$ cat src/rtl/regfilemux.sv
// Writeback-select encoding shared by the decode and hazard logic.
package regfilemux;

   typedef enum logic [3:0] {
      alu_out  = 4'd0,
      br_en    = 4'd1,
      u_imm    = 4'd2,
      lw       = 4'd3,
      pc_plus4 = 4'd4,
      lb       = 4'd5,
      lbu      = 4'd6,
      lh       = 4'd7,
      lhu      = 4'd8
   } regfilemux_sel_t;

endpackage : regfilemux

$ cat src/rtl/hazard_control_unit.sv
// Pipeline control for the five-stage RV32I core: freezes on memory waits,
// inserts a single load-use bubble, squashes wrong-path work on taken
// branches, and keeps performance counters for the debug path.
module hazard_control_unit
   import regfilemux::*;
#(
   parameter int unsigned CNT_W = 32,
   parameter int unsigned EPI_W = 16
) (
   input  logic                  clk,
   input  logic                  rst,
   input  logic [4:0]            id_rs1,
   input  logic [4:0]            id_rs2,
   input  logic                  id_uses_rs1,
   input  logic                  id_uses_rs2,
   input  logic [4:0]            id_ex_rd,
   input  regfilemux_sel_t       id_ex_regfile_sel,
   input  logic                  ex_br_taken,
   input  logic                  imem_req,
   input  logic                  imem_resp,
   input  logic                  dmem_req,
   input  logic                  dmem_resp,
   input  logic                  perf_clr,
   output logic                  load_pc,
   output logic                  load_if_id,
   output logic                  load_id_ex,
   output logic                  load_ex_mem,
   output logic                  load_mem_wb,
   output logic                  flush_if_id,
   output logic                  bubble_id_ex,
   output logic [CNT_W-1:0]      cycle_cnt,
   output logic [CNT_W-1:0]      mem_stall_cnt,
   output logic [CNT_W-1:0]      lu_bubble_cnt,
   output logic [CNT_W-1:0]      flush_cnt,
   output logic [EPI_W-1:0]      stall_episodes
);

   typedef enum logic {
      RUN    = 1'b0,
      MSTALL = 1'b1
   } stall_state_t;

   stall_state_t     stall_q, stall_d;

   logic             mem_stall;
   logic             is_load;
   logic             rs1_match;
   logic             rs2_match;
   logic             lu_hazard;
   logic             take_flush;
   logic             take_bubble;
   logic             episode_start;

   logic [CNT_W-1:0] cycle_q,  cycle_d;
   logic [CNT_W-1:0] mstall_q, mstall_d;
   logic [CNT_W-1:0] lubub_q,  lubub_d;
   logic [CNT_W-1:0] flush_q,  flush_d;
   logic [EPI_W-1:0] epi_q,    epi_d;

   // Episode counter stops at all-ones instead of wrapping back to zero.
   function automatic logic [EPI_W-1:0] sat_inc(input logic [EPI_W-1:0] v);
      logic [EPI_W-1:0] r;
      if (&v) begin
         r = v;
      end else begin
         r = v + EPI_W'(1);
      end
      return r;
   endfunction

   // Modulo increment for the free-running performance counters.
   function automatic logic [CNT_W-1:0] wrap_inc(input logic [CNT_W-1:0] v);
      return v + CNT_W'(1);
   endfunction

   // Hazard detection: memory waits and loads whose result ID needs now.
   always_comb begin
      mem_stall = (imem_req & ~imem_resp) | (dmem_req & ~dmem_resp);
      case (id_ex_regfile_sel)
         lw, lb, lbu, lh, lhu: is_load = 1'b1;
         default:              is_load = 1'b0;
      endcase
      rs1_match = id_uses_rs1 & (id_rs1 == id_ex_rd);
      rs2_match = id_uses_rs2 & (id_rs2 == id_ex_rd);
      lu_hazard = is_load & (id_ex_rd != 5'd0) & (rs1_match | rs2_match);
   end

   // Prioritised stage enables: memory freeze beats branch squash beats
   // load-use bubble; a branch squash makes any load-use conflict moot.
   always_comb begin
      load_pc      = 1'b1;
      load_if_id   = 1'b1;
      load_id_ex   = 1'b1;
      load_ex_mem  = 1'b1;
      load_mem_wb  = 1'b1;
      flush_if_id  = 1'b0;
      bubble_id_ex = 1'b0;
      take_flush   = 1'b0;
      take_bubble  = 1'b0;
      if (mem_stall) begin
         load_pc     = 1'b0;
         load_if_id  = 1'b0;
         load_id_ex  = 1'b0;
         load_ex_mem = 1'b0;
         load_mem_wb = 1'b0;
      end else if (ex_br_taken) begin
         flush_if_id  = 1'b1;
         bubble_id_ex = 1'b1;
         take_flush   = 1'b1;
      end else if (lu_hazard) begin
         load_pc      = 1'b0;
         load_if_id   = 1'b0;
         bubble_id_ex = 1'b1;
         take_bubble  = 1'b1;
      end
   end

   // Stall-tracking state register.
   always_ff @(posedge clk or negedge rst) begin
      if (!rst) begin
         stall_q <= RUN;
      end else begin
         stall_q <= stall_d;
      end
   end

   // Next stall state; an episode begins on the first stalled cycle only.
   always_comb begin
      stall_d       = stall_q;
      episode_start = 1'b0;
      case (stall_q)
         RUN: begin
            if (mem_stall) begin
               stall_d       = MSTALL;
               episode_start = 1'b1;
            end
         end
         MSTALL: begin
            if (!mem_stall) begin
               stall_d = RUN;
            end
         end
         default: stall_d = RUN;
      endcase
   end

   // Counter next values; a clear request overrides every increment.
   always_comb begin
      cycle_d  = cycle_q;
      mstall_d = mstall_q;
      lubub_d  = lubub_q;
      flush_d  = flush_q;
      epi_d    = epi_q;
      if (perf_clr) begin
         cycle_d  = '0;
         mstall_d = '0;
         lubub_d  = '0;
         flush_d  = '0;
         epi_d    = '0;
      end else begin
         cycle_d = wrap_inc(cycle_q);
         if (mem_stall) begin
            mstall_d = wrap_inc(mstall_q);
         end
         if (take_bubble) begin
            lubub_d = wrap_inc(lubub_q);
         end
         if (take_flush) begin
            flush_d = wrap_inc(flush_q);
         end
         if (episode_start) begin
            epi_d = sat_inc(epi_q);
         end
      end
   end

   // Performance counter registers.
   always_ff @(posedge clk or negedge rst) begin
      if (!rst) begin
         cycle_q  <= '0;
         mstall_q <= '0;
         lubub_q  <= '0;
         flush_q  <= '0;
         epi_q    <= '0;
      end else begin
         cycle_q  <= cycle_d;
         mstall_q <= mstall_d;
         lubub_q  <= lubub_d;
         flush_q  <= flush_d;
         epi_q    <= epi_d;
      end
   end

   assign cycle_cnt      = cycle_q;
   assign mem_stall_cnt  = mstall_q;
   assign lu_bubble_cnt  = lubub_q;
   assign flush_cnt      = flush_q;
   assign stall_episodes = epi_q;

endmodule : hazard_control_unit
$ cat config.mk
export PLATFORM = sky130hd
export DESIGN_NAME = hazard_control_unit
export DESIGN_NICKNAME = d
export VERILOG_FILES = /design/src/rtl/regfilemux.sv /design/src/rtl/hazard_control_unit.sv
export SDC_FILE = /design/constraint.sdc
export NUM_CORES = 1
export LEC_CHECK = 0
export ABC_AREA = 0
export BUFFER_PORTS_ARGS = -buffer_cell sky130_fd_sc_hd__clkbuf_2
export CORE_MARGIN = 4
export CORE_UTILIZATION = 54
export DETAILED_ROUTE_END_ITERATION = 10
export GPL_TIMING_DRIVEN = 0
export PLACE_DENSITY = 0.87
export REMOVE_ABC_BUFFERS = 1
export SYNTH_ARGS = -nofsm -noshare
export SYNTH_HDL_FRONTEND = slang
export SYNTH_SLANG_ARGS = --single-unit
$ cat constraint.sdc
create_clock -name clk -period 2.9 [get_ports clk]
set_clock_uncertainty 0.2 [all_clocks]
set_input_delay 0.435 -clock clk [delete_from_list [all_inputs] [get_ports clk]]
set_output_delay 0.435 -clock clk [all_outputs]
set_load 0.02 [all_outputs]
==> flow_summary_export.csv <==
group,metric,value,unit
clock_tree,clk_path_buf_depth,2,
setup_path,max_stage_delay,0.57,ns
worst_hold_path,hold_class,"reg2reg",
pwr,power.density,508,nW/um^2
route,via_per_inst,5.61,
finish,final_common_cell,"clkbuf_2",
yosys,syn_area_per_cell,9.45,um^2
setup_path,worstSetupPathType,"in2out",
clock_tree,cts_inserted_buffers,17,
route,firstDrtPassIters,5,
global_routing,grt_pass1_wl,30800,um
setup_path,worst_ep_arrival_time,2.09,ns
setup_path,crit_family,"compound AO/OA/AOI/OAI gates",
setup_path,critPathCaptureType,"output port",
finish,final_cell_mix,"clkbuf_2, dfrtp_1, nor2_1, xor2_1, nand2_1",
place,gp_congestion,0.806,
floorplan,ios,180,
global_routing,grt_use_total,23.7,%
yosys,yosys_warnings,0,
yosys,synth-seq-cells,145,
finish,post-route-util,68.2,%
yosys,syn_area,7340,um^2
global_routing,gr-total-overflow,0,
clock_tree,clk_pin_slew,0.06,ns
route,drt-initial-drc-count,491,
timing,setup_viol,0,
floorplan,die_w,125,um
job,cap_violations,0,
outcome,outcome,"complete, no violations",
finish,design_area,9070,um^2
timing,holdWs,0.301,ns
floorplan,core,13300,um^2
global_routing,grt_pass1_vias,6259,
route,routedWlPerCell,16.0,um
finish,fillCellCount,1016,
timing,drv_slew,0,
timing,post-route-period-util,94.0,%
pwr,p_leak,0.00413,uW
floorplan,fp.dieH,125,um
timing,final.min_clock_period,2.73,ns
clock_tree,clock_latency,0.42,ns
floorplan,die-area,15500,um^2
floorplan,num_rows,42,
timing,tns,0,ns
timing,relSlewSlack,35.6,%
place,port_buffers,179,
setup_path,crit_fanout,19,
clock_tree,cts-root-buf,"clkbuf_16",
finish,antenna_cells,0,
setup_path,cp_slowest_cell,"a32oi_4",
yosys,ys_seq_area_share,49.4,%
yosys,synthDistinctLibCells,40,
route,vias,6411,
finish,syn2layout_area_growth,23.6,%
yosys,async_flop_share,100,%
setup_path,crit_required,2.27,ns
route,route.detailed.drc,0,
timing,worst_pin_slew,0.965,ns
route,wl,18200,um
finish,drive_gt1_share,23.8,%
global_routing,antenna_found_initial,0,
place,dp_hpwl,12300,um
setup_path,crit_chain,"clkbuf_2 -> xor2_1 -> nor4_2 -> a32oi_4 -> nor2_1 -> a21oi_1 -> clkbuf_2",
route,antenna_left,0,
setup_path,cp-start-kind,"primary input",
clock_tree,cts_tree,"done",
yosys,synth_edf_count,0,
floorplan,start_util,55.2,%
clock_tree,clock-sinks,145,
place,placed_cells,1107,
timing,fmax,367,MHz
clock_tree,cts_max_level,4,
yosys,ys.flop_type,"dfrtp_1",
pwr,ir_drop,0.000351,V
global_routing,grt_start_max_net_pins,152,
timing,hold_viol,0,
finish,nNetsFinal,987,
setup_path,cpMostUsedCell,"clkbuf_2",
finish,fin_cells,1142,
yosys,synthesis.instances,777,
setup_path,cp.buffers_inverters,2,
place,place_area,8390,um^2
path summary, 6_finish.rpt:
kind | startpoint | endpoint | slack [ns] | depth (start not counted)
min | cycle_cnt[0] | cycle_cnt[0] | 0.30 | 1
max | id_ex_rd[4] | load_pc | 0.17 | 7
min in group asynchronous | rst | lu_bubble_cnt[16] | 0.32 | 2
max reg2reg | lu_bubble_cnt[3] | lu_bubble_cnt[31] | 0.25 | 7
min reg2reg | cycle_cnt[0] | cycle_cnt[0] | 0.30 | 1
max in group asynchronous | rst | cycle_cnt[11] | 1.38 | 3
timing repair:
| item | 4_1_cts | 5_1_grt |
|---|---|---|
| hold endpoints to repair | 52 | 0 |
| buffers inserted | 0 | 2 |
| pin swaps | 0 | 1 |
| resized for setup | 1 | 3 |
| hold buffers | 1 | 0 |
| endpoints found under the setup margin | 2 | 20 |
kinds of logic after synthesis:
| family | after synthesis | synth area share [%] |
|---|---|---|
| AO/OA/AOI/OAI | 56 | 4.35 |
| XOR/XNOR | 120 | 14.3 |
| adder cells (fa/ha/maj) | 6 | 0.989 |
| buffers and inverters | 39 | 2.16 |
| flip-flops | 145 | 49.4 |
| multiplexers | 6 | 0.886 |
| AND/OR/NAND/NOR | 405 | 27.9 |
power breakdown:
group / internal (uW) / total [uW] / leakage, uW / switching, uW
sequential: 2040 / 2050 / 0.00202 / 14.2
clock: 1460 / 2330 / 0.000298 / 869
combinational: 63.8 / 230 / 0.00181 / 166
registers in the layout, summed over array words and instances, names as in the netlist:
signal,cells
stall_episodes,16
flush_cnt,32
stall_q,1
cycle_cnt,32
mem_stall_cnt,32
lu_bubble_cnt,32
per-stage QoR:
step | setup slack (ns) | power [uW]
6_report | 0.173 | 4610
5_1_grt | -0.00273 | 4750
4_1_cts | 0.0594 | 4640
3_5_place_dp | -0.328 | 2320
3_3_place_gp | -2.13 | 2310
2_1_floorplan | 0.201 | 2170
area by class of cell:
cell class | count | area [um^2] | area share, %
clock buffers | 18 | 439 | 4.84
clock inverters | 14 | 188 | 2.07
inverters | 13 | 48.8 | 0.538
multi-input cells | 593 | 3580 | 39.5
flip-flops and latches | 145 | 3630 | 40.0
well taps | 176 | 220 | 2.43
repair buffers | 183 | 966 | 10.6
synthesized netlist by cell type, types with 2 or more instances:
master	number	area [um^2]
a21oi_1	26	130
and2_1	8	50.1
and3_1	10	62.6
and4_1	20	175
buf_4	3	22.5
clkbuf_1	22	82.6
dfrtp_1	145	3630
ha_1	5	62.6
inv_1	13	48.8
mux2_2	4	45.0
mux2i_1	2	20.0
nand2_1	57	214
nand2b_1	5	31.3
nand3_1	50	250
nand4_1	31	194
nor2_1	140	526
nor2b_1	9	56.3
nor3_1	17	85.1
nor3b_1	2	15.0
nor4_1	20	125
o21ai_0	21	105
o31ai_1	2	15.0
or2_2	4	25.0
or3_1	23	144
or4_1	5	37.5
xnor2_1	51	447
xor2_1	69	604
routing by layer:
layer	vias to the layer above	global-route usage [%]	part of all wire (%)
met4	0	8.96	2.1
met5	-	0	0
met2	219	38.5	49
li1	3034	-	-
met1	3122	30.3	41
met3	36	6.73	7.3
No activity file was read; power rests on OpenSTA's default activity.
